## src/rtl/radix_multiplier.sv

```systemverilog
// rtl/radix_multiplier.sv - pipelined signed/unsigned multiplier retiring CHUNK multiplier bits per stage
// Optional accumulate-at-output feature: define RADIX_MULTIPLIER_ACC_EN.
module radix_multiplier #(
  parameter int WIDTH1 = 8,
  parameter int WIDTH2 = 8,
  parameter int CHUNK  = 1
) (
  input  logic                      clk,
  input  logic                      rst,
  input  logic                      en,
  input  logic                      in_valid,
  input  logic                      in_signed,
  input  logic [WIDTH1-1:0]         in1,
  input  logic [WIDTH2-1:0]         in2,
`ifdef RADIX_MULTIPLIER_ACC_EN
  input  logic                      in_acc,
`endif
  output logic                      out_valid,
  output logic [WIDTH1+WIDTH2-1:0]  out
);

  localparam int P      = WIDTH1 + WIDTH2;
  localparam int STAGES = WIDTH2 / CHUNK;

  if (WIDTH2 % CHUNK != 0) begin : g_bad_chunk
    $error("radix_multiplier: WIDTH2 must be a multiple of CHUNK");
  end
  if (WIDTH1 < 2 || WIDTH2 < 2) begin : g_bad_width
    $error("radix_multiplier: WIDTH1 and WIDTH2 must be at least 2");
  end

  // Index 0 is the capture register; index k holds the result of stage k.
  logic [STAGES:0] vld_q, vld_d;
  logic [STAGES:0] sgn_q, sgn_d;
  logic [WIDTH1-1:0] mcand_q  [0:STAGES];
  logic [WIDTH1-1:0] mcand_d  [0:STAGES];
  logic [WIDTH2-1:0] mplier_q [0:STAGES];
  logic [WIDTH2-1:0] mplier_d [0:STAGES];
  logic [P-1:0]      sum_q    [0:STAGES];
  logic [P-1:0]      sum_d    [0:STAGES];
`ifdef RADIX_MULTIPLIER_ACC_EN
  logic [STAGES:0] acc_q, acc_d;
`endif

  logic              out_valid_q, out_valid_d;
  logic [P-1:0]      out_q, out_d;

  logic [P-1:0]      a_ext;
  logic [P-1:0]      row;
  logic [CHUNK-1:0]  digit;

  always_comb begin
    vld_d = vld_q;
    sgn_d = sgn_q;
`ifdef RADIX_MULTIPLIER_ACC_EN
    acc_d = acc_q;
`endif
    for (int k = 0; k <= STAGES; k++) begin
      mcand_d[k]  = mcand_q[k];
      mplier_d[k] = mplier_q[k];
      sum_d[k]    = sum_q[k];
    end
    a_ext       = '0;
    row         = '0;
    digit       = '0;
    out_valid_d = vld_q[STAGES];
    out_d       = out_q;

    vld_d[0] = in_valid;
    sum_d[0] = '0;
    if (in_valid) begin
      mcand_d[0]  = in1;
      mplier_d[0] = in2;
      sgn_d[0]    = in_signed;
`ifdef RADIX_MULTIPLIER_ACC_EN
      acc_d[0]    = in_acc;
`endif
    end

    for (int k = 1; k <= STAGES; k++) begin
      vld_d[k] = vld_q[k-1];
      if (vld_q[k-1]) begin
        a_ext = {{WIDTH2{sgn_q[k-1] & mcand_q[k-1][WIDTH1-1]}}, mcand_q[k-1]};
        digit = mplier_q[k-1][CHUNK-1:0];
        row   = '0;
        // The multiplier MSB carries weight -2^(WIDTH2-1) in signed mode.
        for (int j = 0; j < CHUNK; j++) begin
          if (digit[j]) begin
            if (sgn_q[k-1] && (k == STAGES) && (j == CHUNK - 1))
              row = row - (a_ext << ((k - 1) * CHUNK + j));
            else
              row = row + (a_ext << ((k - 1) * CHUNK + j));
          end
        end
        sum_d[k]    = sum_q[k-1] + row;
        mcand_d[k]  = mcand_q[k-1];
        mplier_d[k] = mplier_q[k-1] >> CHUNK;
        sgn_d[k]    = sgn_q[k-1];
`ifdef RADIX_MULTIPLIER_ACC_EN
        acc_d[k]    = acc_q[k-1];
`endif
      end
    end

    if (vld_q[STAGES]) begin
`ifdef RADIX_MULTIPLIER_ACC_EN
      out_d = acc_q[STAGES] ? (out_q + sum_q[STAGES]) : sum_q[STAGES];
`else
      out_d = sum_q[STAGES];
`endif
    end
  end

  always_ff @(posedge clk or negedge rst) begin
    if (!rst) begin
      vld_q       <= '0;
      sgn_q       <= '0;
`ifdef RADIX_MULTIPLIER_ACC_EN
      acc_q       <= '0;
`endif
      for (int k = 0; k <= STAGES; k++) begin
        mcand_q[k]  <= '0;
        mplier_q[k] <= '0;
        sum_q[k]    <= '0;
      end
      out_valid_q <= 1'b0;
      out_q       <= '0;
    end else if (en) begin
      vld_q       <= vld_d;
      sgn_q       <= sgn_d;
`ifdef RADIX_MULTIPLIER_ACC_EN
      acc_q       <= acc_d;
`endif
      for (int k = 0; k <= STAGES; k++) begin
        mcand_q[k]  <= mcand_d[k];
        mplier_q[k] <= mplier_d[k];
        sum_q[k]    <= sum_d[k];
      end
      out_valid_q <= out_valid_d;
      out_q       <= out_d;
    end
  end

  assign out_valid = out_valid_q;
  assign out       = out_q;

endmodule

```

## config.mk

```make
export PLATFORM = sky130hd
export DESIGN_NAME = radix_multiplier
export DESIGN_NICKNAME = d
export VERILOG_FILES = /design/src/rtl/radix_multiplier.sv
export SDC_FILE = /design/constraint.sdc
export NUM_CORES = 1
export LEC_CHECK = 0
export CAP_MARGIN = 15
export CELL_PAD_IN_SITES_DETAIL_PLACEMENT = 1
export CELL_PAD_IN_SITES_GLOBAL_PLACEMENT = 2
export CORE_ASPECT_RATIO = 1.2
export CORE_UTILIZATION = 44
export DETAILED_ROUTE_END_ITERATION = 6
export MAX_ROUTING_LAYER = met4
export PLACE_DENSITY_LB_ADDON = 0.1
export RECOVER_POWER = 50
export SYNTH_ARGS = -nofsm -noshare
export SYNTH_HDL_FRONTEND = slang
export SYNTH_SLANG_ARGS = --single-unit
```

## constraint.sdc

```tcl
create_clock -name clk -period 6.5 [get_ports clk]
set_clock_uncertainty 0.1 [all_clocks]
set_input_delay 1.95 -clock clk [delete_from_list [all_inputs] [get_ports clk]]
set_output_delay 1.95 -clock clk [all_outputs]
set_load 0.02 [all_outputs]
```

==> impl_metrics.ini, run 1 <==
[run_status]
outcome = finished with violations
violations = capacitance limit, slew limit

[clocking]
clkTransAtPathRegs_ns = 0.06
cts_repair_resize_count = 0
insertion_delay_ns = 0.54
hold_buffers = 0
clock_sinks = 255
cts_htree_levels = 1
clk_path_buf_depth = 3
post_cts.repair.setup_buffers = 0
clk_root_buffer_cell = sky130_fd_sc_hd__clkbuf_16
tritoncts = built
tritoncts.num_buffers = 28

[pwr]
leakage_nw = 7.31
power_switching_share_pct = 34.2
pwr-share-seq_pct = 41.9
comb_power_share_pct = 30.5
ir_worst_vdd_uv = 269
clockPowerShare_pct = 27.5
p_switching_w = 0.00215
power_density_nw_per_um2 = 414
cell_internal_pwr_w = 0.00415

[yosys]
synthFlopType = sky130_fd_sc_hd__dfrtp_1
synth_xor_xnor_area_share_pct = 2.81
mean_syn_cell_area_um2 = 10.2
ys_seq_area_share_pct = 47.7
yosys.area_share.simple_pct = 17.4
yosys_warnings = 0
synth-seq-cells = 255
cell_types_occupying_the_most_area_after_synthesis = sky130_fd_sc_hd__dfrtp_1 48%, sky130_fd_sc_hd__mux2_2 9.5%, sky130_fd_sc_hd__nand2_1 7.1%
synth_cells = 1310
synth_top_family_by_area = simple AND/OR/NAND/NOR gates
post_synth_fa_ha_maj_area_fraction_pct = 7.87
share_of_the_synthesized_area_in_compound_gates_ao_oa_aoi_oai_pct = 12.5
synth_edf_count = 0
mux_cell_area_share_after_synthesis_pct = 9.58
yosysTopAreaCell = sky130_fd_sc_hd__dfrtp_1
synth.cell_area_um2 = 13400
share_of_synthesized_registers_carrying_an_async_set_or_reset_pct = 100
yosys.area.top_type_share_pct = 47.7
yosys.cell_types.count = 65
net_count_synth = 1411

[timing]
tightestPinTransition_ns = 2.72
grt_setup_unrepaired = no
finalSetupTns_ns = 0
report.final.slew_viol_count = 131
timing.final.setup_violations = 0
finalWorstPathRequiredPeriod_ns = 4.58
worst_case_headroom_to_the_max_slew_limit_pct = -81.2
hold_viol = 0
fmax_ghz = 0.218
final_min_period_over_clock_period_pct = 70.5

[layout]
antenna-diode-count = 0
fin_util_pct = 51.1
fin_nets = 1447
finalInstanceArea_um2 = 15200
flow.area_growth_from_synthesis_pct = 13.8
post_route_cells_drive_above_1_share_pct = 14.3

[floorplan]
die_w_um = 161
dieHeight_um = 193
initial_utilization_pct = 44.9
io_pins = 38
die-area_um2 = 31100
placement_rows = 69
core_area_um2 = 29800

[place]
place_congestion = 0.791
buffer_ports.inserted = 37
dp_wirelength_mm = 23.6
placed_cell_area_um2 = 14200

[routing]
post-route-drc-count = 0
drt-pass1-iter-count = 4
dr_total_vias = 9553
ant_nets = 0
routed_wire_length_per_instance_um = 18.2
wirelength_mm = 32.0
route.detailed.vias_per_inst = 5.44
drt_iter0_drc = 315

[critical_path]
critical_path.endpoint_type = register
setup.worst_path.class = in2reg
timing.critical_path.max_delay_family = buffers and inverters
crit_buf_inv = 3
data_arrival_time_at_the_worst_slack_endpoint_ns = 4.94
worst-endpoint-required_ns = 6.86
critPathSlowestCell = sky130_fd_sc_hd__clkbuf_1
timing.critical_path.from_type = primary input
cp_slowest_stage_delay_ns = 0.70
worstPathCellList = dlygate4sd3_1 > clkbuf_1 > nand2_1 > buf_4 > or4_1 > nand3_1
critical_path_fanouts_max = 27

[global_route]
first_global_vias = 10225
grt_start_max_net_pins = 107
total_global_routing_overflow = 0
antenna_found_initial = 0
global_route.usage.total_pct = 21.9
grt_pass1_wl_mm = 53.0

[run]
number_of_maximum_capacitance_constraint_violations = 2

[hold_path]
min_path_type = reg2reg
-- power by group through the flow --
stage	sequential, W	combinational (W)	clock (W)
after floorplan	0.00251	0.00140	0
after global placement	0.00266	0.00188	0
after detailed placement	0.00268	0.00193	0
after CTS	0.00266	0.00195	0.00179
after global routing	0.00273	0.00217	0.00184
final	0.00264	0.00192	0.00174
-- cell usage after synthesis (all sizes together), types with 2 or more instances --
library cell,instances
dfrtp,255
nand2,253
mux2,113
o21ai,104
ha,73
and2,60
a21oi,42
nor2,36
clkbuf,32
a21o,28
inv,28
nor3b,26
xnor2,26
nand3,21
a211oi,18
xor2,17
nor3,16
buf,15
and3,13
o21a,11
or4,11
a2111oi,9
a221oi,8
nand2b,8
fa,7
o31ai,7
or3,7
a31oi,6
nand4,6
nand3b,5
nor4,5
o21bai,5
a211o,4
nor2b,4
o211ai,4
or2,4
and4,2
nand4b,2
o2111a,2
o2111ai,2
-- cells in the final DEF, fill, tap and decap left out, drive strengths merged, types with 6 or more instances in the layout --
cell / instances
a2111oi: 9
a211oi: 18
a21o: 28
a21oi: 42
a221oi: 8
a31oi: 6
and2: 60
and3: 13
buf: 13
clkbuf: 40
clkdlybuf4s50: 35
dfrtp: 255
fa: 7
ha: 73
inv: 28
mux2: 113
nand2: 253
nand2b: 8
nand3: 21
nand4: 6
nor2: 36
nor3: 16
nor3b: 26
o21a: 11
o21ai: 104
o31ai: 7
or3: 7
or4: 11
xnor2: 26
xor2: 17
-- final timing paths --
kind	startpoint	endpoint	slack, ns	depth (start not counted)
hold reg to reg	mplier_q[57]	mplier_q[48]	0.37	2
max in group asynchronous	rst	sum_q[108]	2.38	2
setup / recovery	en	sum_q[60]	1.92	6
min in group asynchronous	rst	out[0]	2.13	1
setup reg to reg	mcand_q[8]	sum_q[14]	3.47	12
hold / removal	mplier_q[57]	mplier_q[48]	0.37	2
-- tightest hold or removal path, cell delays in order (launching register included) --
cell and delay (ns):
sky130_fd_sc_hd__dfrtp_1 0.34, sky130_fd_sc_hd__nand2_1 0.05, sky130_fd_sc_hd__nand2_1 0.05
-- registers in the layout, indices dropped and copies added, names as in the netlist --
signal,flops
mcand_q,64
mplier_q,36
out,16
out_valid,1
sgn_q,8
sum_q,121
vld_q,9
-- cell type report --
cell class                 count  area (µm²)
inverter                      28         105
clock inverter                14         208
fill                        3284       14600
multi-input combinational    980        6710
sequential                   255        6380
clock buffer                  36         812
tap                          390         488
timing repair buffer          53         527
-- per-layer routing --
| metal | global-route usage [%] | vias up | wire length [µm] |
|---|---|---|---|
| li1 | - | 4703 | - |
| met1 | 22.7 | 4712 | 12600 |
| met2 | 43.3 | 92 | 17900 |
| met3 | 2.10 | 46 | 634 |
| met4 | 6.79 | 0 | 906 |
| met5 | - | - | 0 |
-- logic make-up after synthesis --
kind of cell,count (synthesis)
DFF,255
muxes,114
buffers and inverters,75
xor gates and xnor gates,43
adders and majority gates,80
and+or+nand+nor,481
AOI/OAI and AO/OA,262
-- metrics by stage --
stage	hold slack [ns]	power (W)	setup WS, ns	instances
floorplan	0.333	0.00391	3.21	1310
global placement	0.351	0.00453	2.16	1704
detailed placement	0.356	0.00461	2.10	1704
CTS	0.372	0.00640	2.67	1754
global route	0.380	0.00674	1.65	1756
finish	0.365	0.00630	1.92	1756
(Power assumes the default switching activity.)
==> run 2, diff against run 1 <==
--- a/config.mk
+++ b/config.mk
@@ -9,7 +9,7 @@
 export CELL_PAD_IN_SITES_DETAIL_PLACEMENT = 1
 export CELL_PAD_IN_SITES_GLOBAL_PLACEMENT = 2
 export CORE_ASPECT_RATIO = 1.2
-export CORE_UTILIZATION = 44
+export CORE_UTILIZATION = 37
 export DETAILED_ROUTE_END_ITERATION = 6
 export MAX_ROUTING_LAYER = met4
 export PLACE_DENSITY_LB_ADDON = 0.1
==> constraint.sdc (replaced) <==
create_clock -name clk -period 3.93 [get_ports clk]
set_clock_uncertainty 0.1 [all_clocks]
set_input_delay 1.179 -clock clk [delete_from_list [all_inputs] [get_ports clk]]
set_output_delay 1.179 -clock clk [all_outputs]
set_load 0.02 [all_outputs]
==> impl_metrics.ini, run 2 (synthesis results as in run 1) <==
[timing]
hold_viol = 0
grt_setup_unrepaired = no
tightestPinTransition_ns = 2.23
report.final.slew_viol_count = 75
final_min_period_over_clock_period_pct = 76.2
timing.final.setup_violations = 0
finalWorstPathRequiredPeriod_ns = 2.99
worst_case_headroom_to_the_max_slew_limit_pct = -48.5
setup_slack_ns = 0.937
fmax_ghz = 0.334
finalSetupTns_ns = 0
hold_slack_ns = 0.369

[critical_path]
crit_buf_inv = 2
worst-endpoint-required_ns = 4.41
worstPathCellList = clkbuf_2 > clkbuf_1
data_arrival_time_at_the_worst_slack_endpoint_ns = 3.47
critical_path.endpoint_type = async pin
critPathSlowestCell = sky130_fd_sc_hd__clkbuf_2
timing.critical_path.from_type = primary input
critical_path_fanouts_max = 76
setup.worst_path.class = in2async
timing.critical_path.max_delay_family = buffers and inverters
cp_slowest_stage_delay_ns = 1.51

[run_status]
violations = capacitance limit, slew limit
outcome = finished with violations

[pwr]
pwr-share-seq_pct = 42.3
power_switching_share_pct = 34.2
cell_internal_pwr_w = 0.00683
power_density_nw_per_um2 = 677
p_switching_w = 0.00356
leakage_nw = 7.34
comb_power_share_pct = 30.3
ir_worst_vdd_uv = 341
clockPowerShare_pct = 27.4

[global_route]
antenna_found_initial = 0
global_route.usage.total_pct = 18.9
total_global_routing_overflow = 0
grt_start_max_net_pins = 77
grt_pass1_wl_mm = 54.4
first_global_vias = 10219

[routing]
drt_iter0_drc = 264
routed_wl_met2_mm = 18.1
routed.top_layer = met4
route.layer.met1.wl_mm = 13.0
met3WireLength_um = 633
ant_nets = 0
drt-pass1-iter-count = 4
route.detailed.vias_per_inst = 5.21
dr_total_vias = 9573
routed_wire_length_per_instance_um = 17.7
wirelength_mm = 32.5
post-route-drc-count = 0

[clocking]
cts_htree_levels = 1
tritoncts = built
tritoncts.num_buffers = 30
hold_buffers = 0
insertion_delay_ns = 0.56
clkTransAtPathRegs_ns = 0.06
clk_root_buffer_cell = sky130_fd_sc_hd__clkbuf_16
clock_sinks = 255
cts_repair_resize_count = 0
clk_path_buf_depth = 3
post_cts.repair.setup_buffers = 0

[layout]
flow.area_growth_from_synthesis_pct = 14.6
fin_nets = 1457
reg_with_most_ffs = sum_q
leading_cell_types_in_the_layout_fill_and_taps_excluded = 255 x sky130_fd_sc_hd__dfrtp_1, 253 x sky130_fd_sc_hd__nand2_1, 113 x sky130_fd_sc_hd__mux2_2, 103 x sky130_fd_sc_hd__o21ai_0, 73 x sky130_fd_sc_hd__ha_1
antenna-diode-count = 0
finalInstanceArea_um2 = 15300
top_regs = sum_q: 121 flops, mcand_q: 64 flops, mplier_q: 36 flops
post_route_cells_drive_above_1_share_pct = 14.6
seqCellArea_um2 = 6380
layout.filler_cells = 3970
multiInputGateArea_um2 = 6710
layout.cells.most_common = sky130_fd_sc_hd__dfrtp_1
largest_register_ffs = 121

[place]
place_congestion = 0.804
dpl_worst_slack_ns = 0.552
dp_wirelength_mm = 24.7
buffer_ports.inserted = 37
placed_cell_area_um2 = 14400

[floorplan]
die-area_um2 = 37000
initial_utilization_pct = 37.9
core_area_um2 = 35300
io_pins = 38
placement_rows = 75
dieHeight_um = 210
die_w_um = 176

[run]
number_of_maximum_capacitance_constraint_violations = 1

[hold_path]
min_path_type = reg2reg
==> run 2: cell count changes in the layout (fill, tap and decap cells not counted) <==
cell,previous run,this run
sky130_fd_sc_hd__clkbuf_1,4,7
sky130_fd_sc_hd__buf_16,2,0
sky130_fd_sc_hd__clkinv_2,4,3
sky130_fd_sc_hd__buf_4,10,15
sky130_fd_sc_hd__inv_6,0,1
sky130_fd_sc_hd__clkbuf_16,29,31
sky130_fd_sc_hd__buf_12,1,3
sky130_fd_sc_hd__bufinv_16,5,3
sky130_fd_sc_hd__clkbuf_8,6,7
sky130_fd_sc_hd__clkinvlp_4,5,2
sky130_fd_sc_hd__clkbuf_2,1,3
==> run 2: layout make-up <==
cell class	count	share of cell area, %
clock buffer	41	5.76
multi-input combinational	980	43.7
timing repair buffer	61	3.67
inverter	28	0.685
sequential	255	41.6
clock inverter	9	0.840
tap	462	3.77
==> run 2: power by group through the flow <==
stage               clock network [W]  logic [W]  registers, W
detailed placement                  0    0.00320       0.00449
floorplan                           0    0.00232       0.00415
finish                        0.00284    0.00315       0.00439
global route                  0.00304    0.00359       0.00456
global placement                    0    0.00314       0.00445
CTS                           0.00295    0.00323       0.00444
==> run 2: worst paths after layout <==
path | start | endpoint | slack, ns | depth (start not counted)
setup / recovery | rst | sgn_q[6] | 0.94 | 2
hold / removal | mplier_q[60] | mplier_q[51] | 0.37 | 2
setup reg to reg | mplier_q[16] | sum_q[30] | 0.94 | 8
hold reg to reg | mplier_q[60] | mplier_q[51] | 0.37 | 2
max in group clk | mplier_q[16] | sum_q[30] | 0.94 | 8
min in group asynchronous | rst | sum_q[50] | 1.17 | 1
==> run 2: routing by layer <==
layer / vias up / track usage [%]
li1: 4719 / -
met1: 4739 / 20.2
met2: 70 / 36.3
met3: 45 / 2.00
met4: 0 / 5.31
met5: - / -
==> run 2: stage by stage <==
step	util, %	power [W]	std cells
floorplan	-	0.00647	1310
global placement	40.7	0.00759	1786
detailed placement	40.7	0.00768	1786
CTS	43.6	0.0106	1836
global route	43.5	0.0112	1836
finish	43.5	0.0104	1836
